[config.mk]
export PLATFORM = sky130hd
export DESIGN_NAME = mul_arbiter
export DESIGN_NICKNAME = d
export VERILOG_FILES = /design/src/rtl/mul_arbiter.sv
export SDC_FILE = /design/constraint.sdc
export NUM_CORES = 1
export LEC_CHECK = 0
export CAP_MARGIN = 25
export CORE_AREA = 5 5 98 100
export CTS_CLUSTER_DIAMETER = 80
export DETAILED_ROUTE_END_ITERATION = 16
export DIE_AREA = 0 0 103 105
export GPL_ROUTABILITY_DRIVEN = 0
export PLACE_DENSITY = 0.86
export SLEW_MARGIN = 5
export SYNTH_ARGS = -nofsm -noshare
export SYNTH_HDL_FRONTEND = slang
export SYNTH_SLANG_ARGS = --single-unit
[constraint.sdc]
create_clock -name clk -period 6.65 [get_ports clk]
set_input_delay 1.6625 -clock clk [delete_from_list [all_inputs] [get_ports clk]]
set_output_delay 1.6625 -clock clk [all_outputs]
set_load 0.03 [all_outputs]
[src/rtl/mul_arbiter.sv]
// Round-robin arbiter sharing one pipelined 6x6 multiplier among NREQ requesters.
// Optional issued-operation counter is built when MUL_ARBITER_STATS_EN is defined.
module mul_arbiter #(
   parameter int unsigned NREQ    = 4,
   parameter int unsigned MUL_LAT = 2
) (
   input  logic                 clk,
   input  logic                 rst,
   input  logic [NREQ-1:0]      req_valid,
   output logic [NREQ-1:0]      req_ready,
   input  logic [6*NREQ-1:0]    req_a,
   input  logic [6*NREQ-1:0]    req_b,
   output logic [NREQ-1:0]      rsp_valid,
   input  logic [NREQ-1:0]      rsp_ready,
   output logic [13*NREQ-1:0]   rsp_data,
   output logic [5:0]           mul_a,
   output logic [5:0]           mul_b,
   input  logic [12:0]          mul_p,
   output logic                 busy,
   output logic [15:0]          op_count
);

   localparam int unsigned PW = $clog2(NREQ);
   localparam int unsigned D  = MUL_LAT + 1;

   typedef enum logic [1:0] {
      FREE     = 2'd0,
      INFLIGHT = 2'd1,
      DONE     = 2'd2
   } slot_t;

   slot_t              slot_q [NREQ];
   slot_t              slot_d [NREQ];
   logic [PW-1:0]      rr_q, rr_d;
   logic [D-1:0]       tag_vld_q;
   logic [PW-1:0]      tag_id_q [D];
   logic [5:0]         mul_a_q, mul_b_q;
   logic [13*NREQ-1:0] rsp_data_q;
   logic               grant_vld;
   logic [PW-1:0]      grant_id;
   logic               cap_vld;
   logic [PW-1:0]      cap_id;

   // First eligible index at or above rr_q, wrapping modulo NREQ.
   always_comb begin
      int unsigned   idx;
      logic [PW-1:0] ix;
      idx       = 0;
      ix        = '0;
      grant_vld = 1'b0;
      grant_id  = '0;
      req_ready = '0;
      for (int unsigned off = 0; off < NREQ; off++) begin
         idx = (32'(rr_q) + off) % NREQ;
         ix  = PW'(idx);
         if (!grant_vld && req_valid[ix] && (slot_q[ix] == FREE)) begin
            grant_vld = 1'b1;
            grant_id  = ix;
         end
      end
      if (grant_vld) begin
         req_ready[grant_id] = 1'b1;
      end
   end

   always_comb begin
      rr_d = rr_q;
      if (grant_vld) begin
         rr_d = (grant_id == PW'(NREQ - 1)) ? '0 : grant_id + PW'(1);
      end
   end

   assign cap_vld = tag_vld_q[D-1];
   assign cap_id  = tag_id_q[D-1];

   always_comb begin
      busy = |tag_vld_q;
      for (int unsigned k = 0; k < NREQ; k++) begin
         slot_d[k]    = slot_q[k];
         rsp_valid[k] = (slot_q[k] == DONE);
         if (slot_q[k] != FREE) begin
            busy = 1'b1;
         end
         case (slot_q[k])
            FREE:     if (grant_vld && (grant_id == PW'(k))) slot_d[k] = INFLIGHT;
            INFLIGHT: if (cap_vld && (cap_id == PW'(k)))     slot_d[k] = DONE;
            DONE:     if (rsp_ready[k])                      slot_d[k] = FREE;
            default:  slot_d[k] = FREE;
         endcase
      end
   end

   always_ff @(posedge clk or posedge rst) begin
      if (rst) begin
         rr_q       <= '0;
         tag_vld_q  <= '0;
         mul_a_q    <= '0;
         mul_b_q    <= '0;
         rsp_data_q <= '0;
         for (int unsigned d = 0; d < D; d++) begin
            tag_id_q[d] <= '0;
         end
         for (int unsigned k = 0; k < NREQ; k++) begin
            slot_q[k] <= FREE;
         end
      end else begin
         rr_q        <= rr_d;
         tag_vld_q   <= {tag_vld_q[D-2:0], grant_vld};
         tag_id_q[0] <= grant_id;
         for (int unsigned d = 1; d < D; d++) begin
            tag_id_q[d] <= tag_id_q[d-1];
         end
         if (grant_vld) begin
            mul_a_q <= req_a[6*grant_id +: 6];
            mul_b_q <= req_b[6*grant_id +: 6];
         end
         // Tag leaving the last stage lines up with the product now on mul_p.
         for (int unsigned k = 0; k < NREQ; k++) begin
            if (cap_vld && (cap_id == PW'(k))) begin
               rsp_data_q[13*k +: 13] <= mul_p;
            end
            slot_q[k] <= slot_d[k];
         end
      end
   end

   assign mul_a    = mul_a_q;
   assign mul_b    = mul_b_q;
   assign rsp_data = rsp_data_q;

`ifdef MUL_ARBITER_STATS_EN
   logic [15:0] op_cnt_q;

   always_ff @(posedge clk or posedge rst) begin
      if (rst) begin
         op_cnt_q <= '0;
      end else if (grant_vld && (op_cnt_q != '1)) begin
         op_cnt_q <= op_cnt_q + 16'd1;
      end
   end

   assign op_count = op_cnt_q;
`else
   assign op_count = '0;
`endif

endmodule

; ---- Word level (Yosys, flattened, before mapping)
; Index checks and enable logic that the tools add are counted.
[totals]
reg_bits = 83
input_bits = 71
output_inout_bits = 89
word_cells = 152
[op_classes]
n_addsub = 4
multipliers = 1
magnitude_cmp = 10
eq_ne = 26
shifts = 2
n_mux = 52
bitwise = 4
reduce_logical = 38
[op_table]
columns = cell, count
row1 = $mux 2, 25
row2 = $shiftx 24x6->6, 2
row3 = $pmux 2 s3, 4
row4 = $logic_not 2->1, 10
row5 = $bmux 2 s2, 4
row6 = $eq 2x2->1 const B, 8
row7 = $logic_and 1x1->1, 16
row8 = $ne 2x2->1 const B, 8
row9 = $lt 2x3->1 const B, 5
row10 = $mux 1, 13
row11 = $eq 2x1->1 const B, 6
row12 = $ge 3x3->1 const B, 4
row13 = $not 2->3, 4
row14 = $reduce_and 3->1, 4
row15 = $bmux 1 s2, 4
row16 = $ne 2x1->1 const B, 4
row17 = $reduce_bool 2->1, 4
row18 = $add 2x1->2 const B, 2
row19 = $add 2x2->2 const B, 2
row20 = $mul 2x2->4 const A, 1
row21 = $mux 4, 1
row22 = $logic_not 1->1, 3
row23 = $reduce_or 3->1, 1
row24 = $demux 1 s2, 1
row25 = $ge 2x1->1 const B, 1

; ---- Longest topological paths before layout
; Gate-level depths: netlist (run 1).
[logic_depth]
ltp_word = 24
ltp_mapped = 11
ltp_nobuf = 9

; ---- Least setup slack after synthesis (run 1)
; Ideal clock, no wire load.
[synth_timing]
path_kind = in2out
start = input req_valid[0]
end = output req_ready[1]
arrival_time_ns = 3.291
required_time_ns = 4.987
setup_slack_ns = 1.697
stages = 9
n_path_buf = 2
path_cell_list = or3b_1 -> buf_2 -> o21bai_1 -> a21oi_1 -> o22a_1 -> buf_2 -> inv_1 -> ha_1 -> and2_1
[synth_via]
elab_chain_len = 21
word_cells_on_any_way = 32
classes_between = order compare: 2 / mux: 19 / reduce/logical: 11
[synth_rtl]
columns = element, line_no
row1 = "start, declared", 9  ; input logic [NREQ-1:0] req_valid,
row2 = $bmux 1 s2, 56  ; if (!grant_vld && req_valid[ix] && (slot_q[ix] == FREE)) begin
row3 = $mux 1 (implied by the code), 56
row4 = $logic_and 1x1->1, 56
row5 = $mux 1, 56
row6 = $logic_not 1->1, 56
row7 = $logic_and 1x1->1 (2 in series), 56
row8 = $mux 1, 56
row9 = $logic_not 1->1, 56
row10 = (+4 left out), -
row11 = $logic_and 1x1->1 (2 in series), 56
row12 = $mux 2 *, 56
row13 = via grant_id[1], 40  ; logic [PW-1:0] grant_id;
row14 = $lt 2x3->1 (implied by the code) or $ge 2x1->1 (tied branches), 62  ; req_ready[grant_id] = 1'b1;
row15 = $logic_and 1x1->1 (implied by the code), 62
row16 = $mux 1 (implied by the code), 62
row17 = $demux 1 s2 *, 62
row18 = $mux 4 *, 61  ; if (grant_vld) begin
row19 = "end, declared", 10  ; output logic [NREQ-1:0] req_ready,
; Mark *: on every way through the listed nets, which the timed path passes. The rest lies on a longest branch. The select of a mux whose other input is x is not followed.

; ---- Worst setup path after layout (run 1)
[layout_timing]
start = input req_valid[2]
end = output req_ready[0]
; The elaborated chain is that of the path after synthesis.

==> summary by stage, run 1 <==
Clocking
The clock passes through at most 2 buffers. The number of instances resized during post-cts repair is 0. At the later pin of the worst-skew pair, clock insertion delay measures roughly 0.36 ns. The number of buffers inserted by post-CTS setup repair is 0.

Clock-pin slew was measured on the worst setup and hold paths at roughly 0.080 ns. Counting every sink on the clock net gives 83. TritonCTS built the clock tree.

The root buffer selected by CTS is clkbuf_8. The number of clock buffers added by TritonCTS is 9. The number of H-tree levels is 3. Buffers inserted to repair hold after CTS numbered 0.

Setup path
The nature of the critical path endpoint is a primary output. Traced cell by cell, the critical path runs through clkdlybuf4s50_1 -> or3b_1 -> o22ai_2 -> a211oi_4 -> inv_6 -> ha_1 -> and2_1 -> clkdlybuf4s50_1. The most used cell along the critical path is clkdlybuf4s50_1. The maximum cell stage delay along the critical path is about 0.7 ns.

Among all stages on the critical path, the largest delay is contributed by clkdlybuf4s50_1. Along the worst path, the maximum fanout reaches 26. The minimum setup slack among reg-to-reg paths is ~4.2 ns. Data on the critical path is required at its endpoint by roughly 5 ns. The critical path is of the input port to primary output type. The kind of launch point of the worst setup path is an input port. The critical path data arrival time is 4.54 ns.

Routing
The final wirelength is 9677 µm. The count of TritonRoute iterations in the first routing pass is 4. The count of unresolved DRC violations after routing is 0.

The detail-routed via count per cell is roughly 5.1. The total vias in the final route is ~3000. The count of nets left with antenna violations once routing finished came out at 0.

The average wire per cell in the routed design is between 15 and 20 µm. For this block, the initial DRC count from the detailed router was roughly 110.

STA
Setup violations remaining at the end of the flow were counted as 0. The relative max-transition margin is 0.3824. The shortest clock period the worst path allows after layout is 6.205 ns. Timing would allow up to around 160 MHz. Setup repair after global routing left no endpoint under its margin. The number of max-slew violations in the final report was 0.

The worst clock skew on the final layout is ~0.017 ns. The final clock period utilization by the worst path is 0.9331. The setup total negative slack is 0 ns.

The number of hold violations in the final report was 0. The actual slew at the worst max-slew pin is around 0.9 ns.

Synthesis
Among all cell types in the netlist, the one instantiated most often is dfrtp_1. Ranked by instance count, the synthesized netlist is headed by dfrtp_1 (83), mux2_2 (52), nor2_1 (20). The count of flip-flops with a built-in enable after synthesis is 0. The mean instance size in the synthesized netlist is 12.55 µm².

The instance count of the mapped netlist is between 300 and 400. The post-synthesis register bit count is slightly above 80. The total of warnings raised by yosys is 0. Of the synthesized area, sequential elements account for 0.5304. The share of synthesized area in the top cell type comes to 0.5304. The dominant register cell in the synthesized netlist is dfrtp_1. Sorting the synthesized cells by area gives the leading types as dfrtp_1 (53%), mux2_2 (15%), a211oi_1 (3.3%), buf_4 (3.3%), mux2i_1 (3.1%). The largest area contributor in the netlist is dfrtp_1. The share of synthesized flip-flops with an asynchronous set or reset is 1.000. Summing every instance area after synthesis gives just under 4000 µm².

After synthesis, the netlist uses 41 different library cells.

Cells and area
The number of inserted filler cells in the final layout is about 660. The area of the multi-input gates is between 1500 and 2000 µm². In the final layout, the share of cells above drive strength 1 is 0.1957. The count of antenna diodes in the layout is 0. Registers take between 2000 and 2500 µm². The area growth from synthesis to layout is 42.08%. The finished cells cover 5564 µm². The final layout contains between 500 and 600 nets.

Global routing
The total congestion overflow after global routing is 0. The number of global-route vias before repair is about 3200. Entering global routing, the biggest net connects 54 pins.

In the global route stage, overall resource usage came out at 0.1854. The number of antenna violations at the first check in global routing came to 0. The first global-routing pass estimated 15790 µm of wire.

Floorplanning
For this configuration, the core starts out at a cell density of 0.4557. The floorplan step defined a die boundary enclosing roughly 11000 µm². Row generation in the floorplan step produced 34 rows. The die is about 110 µm tall. The boundary pin count is between 150 and 200.

The die is 103 µm wide. The core box area is around 8600 µm².

Place
After detailed placement, the total cell area comes to roughly 5400 µm². In this run the tool buffered the top-level ports with about 140 buffer cells. After legalization and detailed placement, the total HPWL measured roughly 7400 µm.

Status
The flow ran to the end, and the final reports show no timing, DRC or antenna violations.

Worst hold path
The type of the tightest min-delay check is register to register.

Flow run
Across the run, the number of max-cap violations was 0.

Power and ir drop
In this run the power density over the cells is roughly 560 nW/µm². The largest voltage drop on the vdd net is 0.2219 mV. The standby leakage power is between 2 and 2.5 nW.
-- layout by cell type (no fill, tap or decap), types with 5 or more instances in the layout --
master,Yosys,layout
a211oi_2,7,7
clkbuf_8,0,9
mux2_2,52,52
a21oi_1,5,5
a211oi_1,17,17
dfrtp_1,83,83
nand2b_1,9,9
a2111oi_0,12,12
nand2_1,5,5
mux2i_1,12,12
inv_1,16,15
conb_1,1,16
o21ai_0,5,5
clkdlybuf4s50_1,0,143
nor2_1,20,20
inv_6,1,5
buf_4,17,6
-- report_power, final --
group | total, mW | internal [mW] | switching (mW) | leakage (nW)
clock | 0.337 | 0.141 | 0.196 | 0.0910
combinational | 1.81 | 0.811 | 0.998 | 1.26
sequential | 0.945 | 0.764 | 0.181 | 0.975
-- worst paths after layout --
| path | start | end | cells after the start |
|---|---|---|---|
| min reg2reg | tag_id_q[2]$_DFF_PP0_ | cap_id[0]$_DFF_PP0_ | 0 |
| min in group asynchronous | rst | rsp_data[18]$_DFFE_PP0P_ | 2 |
| max | req_valid[2] | req_ready[0] | 8 |
| min | tag_id_q[2]$_DFF_PP0_ | cap_id[0]$_DFF_PP0_ | 0 |
| max reg2reg | slot_q[0]$_DFFE_PP0P_ | slot_q[6]$_DFFE_PP0P_ | 8 |
| max in group asynchronous | rst | mul_a[0]$_DFFE_PP0P_ | 3 |
-- state kept, by name, summed over array words and instances, names as in the netlist --
name	count
tag_id_q	4
tag_vld_q	3
cap_id	2
slot_q	8
rsp_data	52
mul_a	6
rr_q	2
mul_b	6
-- area by class of cell --
type                            instances  area share
Sequential cell                        83      0.3733
Multi-Input combinational cell        195      0.2921
Timing Repair Buffer                  149      0.2653
Tap cell                              108     0.02429
Clock buffer                            9     0.02226
Inverter                               17     0.01259
Clock inverter                          7     0.01012
-- logic make-up after synthesis --
group	Yosys count	synth area share
AOI/OAI and AO/OA	54	0.1195
adders and majority gates	4	0.01278
buffers and inverters	49	0.07029
DFF	83	0.5304
muxes	64	0.1802
other	1	0.0009575
and+or+nand+nor	57	0.08594
-- critical path: cells and delay by family --
kind / cells / cell delay, ns
simple gates: 2 / 0.59
compound gates: 2 / 0.65
buf+inv: 3 / 1.45
fa+ha+maj: 1 / 0.18
-- layer usage --
metal,vias up,part of all wire,GRT usage
li1,1369,-,-
met1,1406,0.40,0.2252
met2,131,0.50,0.3107
met3,13,0.086,0.05463
met4,0,0.016,0.06383
met5,-,0,0
-- stage by stage --
stage | setup WS (ns) | instances | total power, mW | hold slack (ns) | util
2_1_floorplan | 1.697 | 327 | 2.106 | 0.3312 | -
3_3_place_gp | 0.5265 | 552 | 2.722 | 0.3338 | 0.6265
3_5_place_dp | 0.4592 | 552 | 2.781 | 0.3362 | 0.6265
4_1_cts | 0.4574 | 568 | 3.117 | 0.3545 | 0.6475
5_1_grt | 0.2757 | 568 | 3.274 | 0.3578 | 0.6475
6_report | 0.4448 | 568 | 3.091 | 0.3531 | 0.6475
(Power assumes the default switching activity.)
==> run 2, diff against run 1 <==
- CORE_AREA: 5 5 98 100 -> 5 5 76 129
- DIE_AREA: 0 0 103 105 -> 0 0 81 134
==> summary by stage, run 2 (synthesized netlist as in run 1, its figures left out) <==
Status
The run finished with clean final reports.

Place
The HPWL after detailed placement is roughly 8100 µm. Once placement completed, the tool counted placed cells totaling around 560. The cell area reported after detailed placement is roughly 5400 µm². The count of buffers added on input and output ports is about 140. The worst slack after detailed placement is approximately 0.50 ns.

Power and ir drop
The power dissipated by switching net loads is 1.404 mW. Internal power comes to 1.928 mW. The standby leakage power is 2.410 nW.

The switching share of power is 0.4214. Of the total power, registers draw 0.285. The largest voltage drop on the vdd net is ~0.34 mV.

The share of total power in combinational logic is 0.552. Of the total power, the clock network draws 0.163. The final total power is around 3.3 mW.

The power density over the cells is around 580 nW/µm².

Setup path
The nature of the critical path endpoint is a primary output. STA classifies the critical path startpoint as an input port. The minimum setup slack among reg-to-reg paths is 4.08 ns. STA puts the critical path data required time at between 4 and 5 ns. By startpoint and endpoint, the worst setup path is classified as input port to primary output. The critical path data arrival time is about 4.5 ns. Of all nets on the critical path, the largest fanout is 13.

Cells and area
The number of standard cells in the layout, taps in and fillers out is between 500 and 600. The library cell used most frequently in the layout, excluding fill and tap cells, is clkdlybuf4s50_1. Summing all multi-input logic gate instances after layout gives ~1600 µm².

The post-route cell area is between 5000 and 6000 µm². Of the cells placed in the final design, the portion with a size suffix greater than 1 is 0.1991. The count of antenna diodes in the layout is 0. The flip-flop count of the largest register after layout is between 50 and 60. The number of inserted filler cells in the final layout is between 600 and 700. The final standard cell utilization of the core is 0.6646. The layout overhead on the synthesized area is 47.16%. The net count of the finished layout is 532. The library cells used most frequently in the layout, excluding fill and tap cells, are clkdlybuf4s50_1 (143), dfrtp_1 (83), mux2_2 (52). The sequential cell area is 2077 µm².

STA
The shortest clock period the worst path allows after layout is around 6.2 ns. The worst clock skew on the final layout is roughly 0.008 ns. Across all hold checks on the routed design, the worst slack comes to ~0.35 ns. Summed over all failing endpoints, the final setup total negative slack is 0 ns.

The relative max-transition margin is 0.4097. Of the available clock period, the critical path in the final layout requires 0.9303. The peak clock frequency supported by timing is ~160 MHz. The number of max-slew violations in the final report came to 0. Setup repair after global routing left no endpoint under its margin. The actual slew at the worst max-slew pin is 0.8828 ns. Across all setup checks in the final design, the least slack found is 0.4635 ns. Setup violations remaining at the end of the flow were counted as 0. The number of hold violations in the final report was 0.

Floorplanning
The number of cell rows is 45. The die area is 10850 µm². The core box area is between 8000 and 9000 µm².

For this configuration, the core starts out at a cell density of 0.4517. Pin placement for this block handled 160 I/O pins. The die span in x is approximately 81 µm. The floorplan step set the die height to about 130 µm.

Routing
The pre-antenna-repair detailed-routing pass consisted of 4 iterations. The average wire per cell in the routed design is 17.83 µm. The total vias in the final route is approximately 3000. The final layout contains routed wiring with a total length of ~10000 µm. The initial DRC count is 73. The count of nets left with antenna violations once routing finished came out at 0.

The count of unresolved DRC violations after routing is 0. The detail-routed via count per cell is about 5.2.

Clocking
The root buffer selected by CTS is clkbuf_16. The CTS tree is done. Clock latency on the worst-skew pair, taken at its later pin, is around 0.33 ns. The post-CTS clock slew at the launch and capture registers of the worst setup and hold paths is 0.06 ns.

Hold repair after CTS inserted 0 buffers. Counting the buffers created by CTS gives 9. The tree built by TritonCTS fans out to a little over 80 sinks. The number of instances resized during post-cts repair is 0. CTS built an H-tree with a depth of 3. The number of setup buffers added after CTS is 0. The clock passes through at most 2 buffers.

Flow run
The number of max-cap violations is 0.

Global routing
The pin count of the biggest net entering global routing is 84. The number of antenna violations at the first check in global routing is 0. After global routing the overflow that remains totals 0. Across every metal layer, demand over resource in global routing totals 0.2015. The number of global-route vias before repair came to about 3200. The wire length of the first global-routing pass is about 17000 µm.

Worst hold path
The type of the tightest min-delay check is register to register.
## run 2: cell types whose count changed in the layout (fill, tap and decap cells not counted)
cell       before  now
clkbuf_8        9    1
clkinv_4        1    0
inv_6           5    4
clkbuf_16       0    9
clkinv_2        2    1
bufinv_16       0    2
buf_16          0    1
buf_4           6    7
## run 2: layer usage
layer	vias to the layer above	wire, µm	track usage
li1	1383	-	-
met1	1446	3497	0.2060
met2	147	5869	0.3760
met3	27	623	0.03831
met4	0	330	0.09962
met5	-	0	0
## run 2: worst paths after layout
path / start / end / cells after the start
setup / recovery: req_valid[2] / req_ready[2] / 8
setup reg to reg: slot_q[7]$_DFFE_PP0P_ / mul_b[1]$_DFFE_PP0P_ / 7
min in group asynchronous: rst / rsp_data[44]$_DFFE_PP0P_ / 3
max in group asynchronous: rst / rsp_data[22]$_DFFE_PP0P_ / 4
hold / removal: tag_id_q[5]$_DFF_PP0_ / tag_id_q[3]$_DFF_PP0_ / 0
hold reg to reg: tag_id_q[5]$_DFF_PP0_ / tag_id_q[3]$_DFF_PP0_ / 0
## run 2: final cells by class
| class | instances | area share |
|---|---|---|
| clock inverters | 6 | 0.01628 |
| well taps | 117 | 0.02540 |
| multi-input cells | 195 | 0.2820 |
| repair buffers | 151 | 0.2623 |
| clock buffers | 10 | 0.04147 |
| flip-flops and latches | 83 | 0.3604 |
| inverters | 17 | 0.01216 |
## run 2: critical path, stage by stage
cell	delay [ns]
clkdlybuf4s50_1	0.51
or3b_1	0.45
o22ai_2	0.48
a211oi_4	0.20
inv_6	0.18
ha_1	0.15
and2_1	0.19
clkdlybuf4s50_1	0.70
## run 2: power by group through the flow
| stage | Sequential (mW) | Combinational [mW] | Clock (mW) |
|---|---|---|---|
| 6_report | 0.951 | 1.84 | 0.543 |
| 5_1_grt | 0.989 | 1.95 | 0.575 |
| 4_1_cts | 0.953 | 1.86 | 0.555 |
| 3_5_place_dp | 0.958 | 1.85 | 0 |
| 3_3_place_gp | 0.946 | 1.81 | 0 |
| 2_1_floorplan | 1.31 | 0.795 | 0 |
==> variant, RTL diff (config.mk and constraints of run 1) <==
`NREQ`: 4 -> 2.
--- a/src/rtl/mul_arbiter.sv
+++ b/src/rtl/mul_arbiter.sv
@@ -2,5 +2,5 @@
 // Optional issued-operation counter is built when MUL_ARBITER_STATS_EN is defined.
 module mul_arbiter #(
-   parameter int unsigned NREQ    = 4,
+   parameter int unsigned NREQ    = 2,
    parameter int unsigned MUL_LAT = 2
 ) (
Ports: changed (7 resized); port bits go from 160 to 102. No check against the original RTL was run, so the function may have changed too.
==> variant against run 1 <==
Total power down 51%. Die area stayed put. Worst setup slack improved by 760 ps. Final area is 45% lower. Wire length decreased by 47%. Sequential cell count fell by 34. Synthesized area shrank 47%. Count of clock-buffer cells in the layout decreased by 4. Sequential share of layout area grew 2.6 points. Clock power decreased by 48%.
==> variant: results (changes against run 1) <==
| Metric | Value |
|---|---|
| Status | finished, final reports clean |
| Clock Skew | 6.27 ps (-10.9 ps) |
| Initial DRC Count | 44 (-58%) |
| Vias in the first global route | 1,527 (-52%) |
| Fraction of layout cells with a size suffix above 1 | 20.4% (+0.85 points) |
| Top cells by area, synth | dfrtp_1 (59%), mux2_2 (14%), o221a_2 (6.5%), buf_4 (5.7%), or3_1 (3.6%) |
| Peak fanout along the critical path | 17 (-35%) |
| First-pass GRT wire length | 8.00 mm (-49%) |
| Post-synth cell types | 23 (-44%) |
| Layout Nets | 282 (-47%) |
| Filler cells | 853 (+30%) |
| Peak supply drop | 0.000132 V (-41%) |
| Area post-placement | 0.00296 mm² (-45%) |
| Slowest cell delay on critical path | 600 ps (-100 ps) |
| Vias per cell | 4.25 (-17%) |
| Max reg flops | 26 (-50%) |
| Total clock buffers created by CTS | 5 (-4) |
| Routed wire length | 5.12 mm (-47%) |
| IO buf count | 85 (-41%) |
| Actual slew at the worst max-slew pin | 809 ps (-115 ps) |
| GRT Util Overall | 9.45% (-9.1 points) |
| CP Data Arrival Time | 3780 ps (-760 ps) |
| Maximum number of pins on one net before global-route repair | 50 (-7.4%) |
| HPWL Detailed | 3.87 mm (-47%) |
| CTS H-tree depth | 2 (-1) |
| Post-synth top cells | dfrtp_1 (49), mux2_2 (26), buf_4 (16) |
| Static leakage | 0.00128 µW (-45%) |
## variant: cell families (layout without fill, tap and decap cells)
group,after synthesis,count (layout),synth area share (%)
AO/OA/AOI/OAI,19,19,9.10
multiplexers,26,26,14.0
buffers and inverters,28,98,8.80
flip-flops,49,49,58.7
other,1,16,0.179
AND/OR/NAND/NOR,32,32,9.22
## variant: layout make-up
class / instances / area share [%]
Inverter: 4 / 0.488
Timing Repair Buffer: 86 / 28.3
Sequential cell: 49 / 39.9
Multi-Input combinational cell: 93 / 23.9
Clock inverter: 3 / 0.733
Clock buffer: 5 / 2.24
Tap cell: 108 / 4.40
## variant: worst paths after layout
| check | startpoint | end | slack, ps | cells after the start |
|---|---|---|---|---|
| min | tag_id_q[1] | cap_id | 360 | 0 |
| min in group asynchronous | rst | rsp_data[21] | 1680 | 2 |
| max | req_valid[0] | req_ready[1] | 1200 | 5 |
| min reg2reg | tag_id_q[1] | cap_id | 360 | 0 |
| max reg2reg | slot_q[2] | mul_b[1] | 4840 | 3 |
| max in group asynchronous | rst | rr_q | 4480 | 3 |
## variant: stage by stage
stage / setup slack [ps] / total power (µW) / cells
6_report: 1200 / 1510 / 348
4_1_cts: 1200 / 1530 / 347
3_5_place_dp: 1200 / 1350 / 339
2_1_floorplan: 2300 / 1030 / 170
3_3_place_gp: 1260 / 1330 / 339
5_1_grt: 1070 / 1600 / 348
## variant: report_power, final
group / switching (µW) / leakage, µW / internal (µW)
clock network: 99.7 / 0.0000481 / 74.8
registers: 84.5 / 0.000573 / 441
logic: 433 / 0.000655 / 381
total: 617 / 0.00128 / 897
## variant: routing by layer
| metal | wire [µm] | global-route usage, % |
|---|---|---|
| met1 | 2120 | 11.8 |
| met2 | 2590 | 15.7 |
| met3 | 301 | 1.93 |
| met4 | 94 | 3.79 |
| met5 | 0 | 0 |
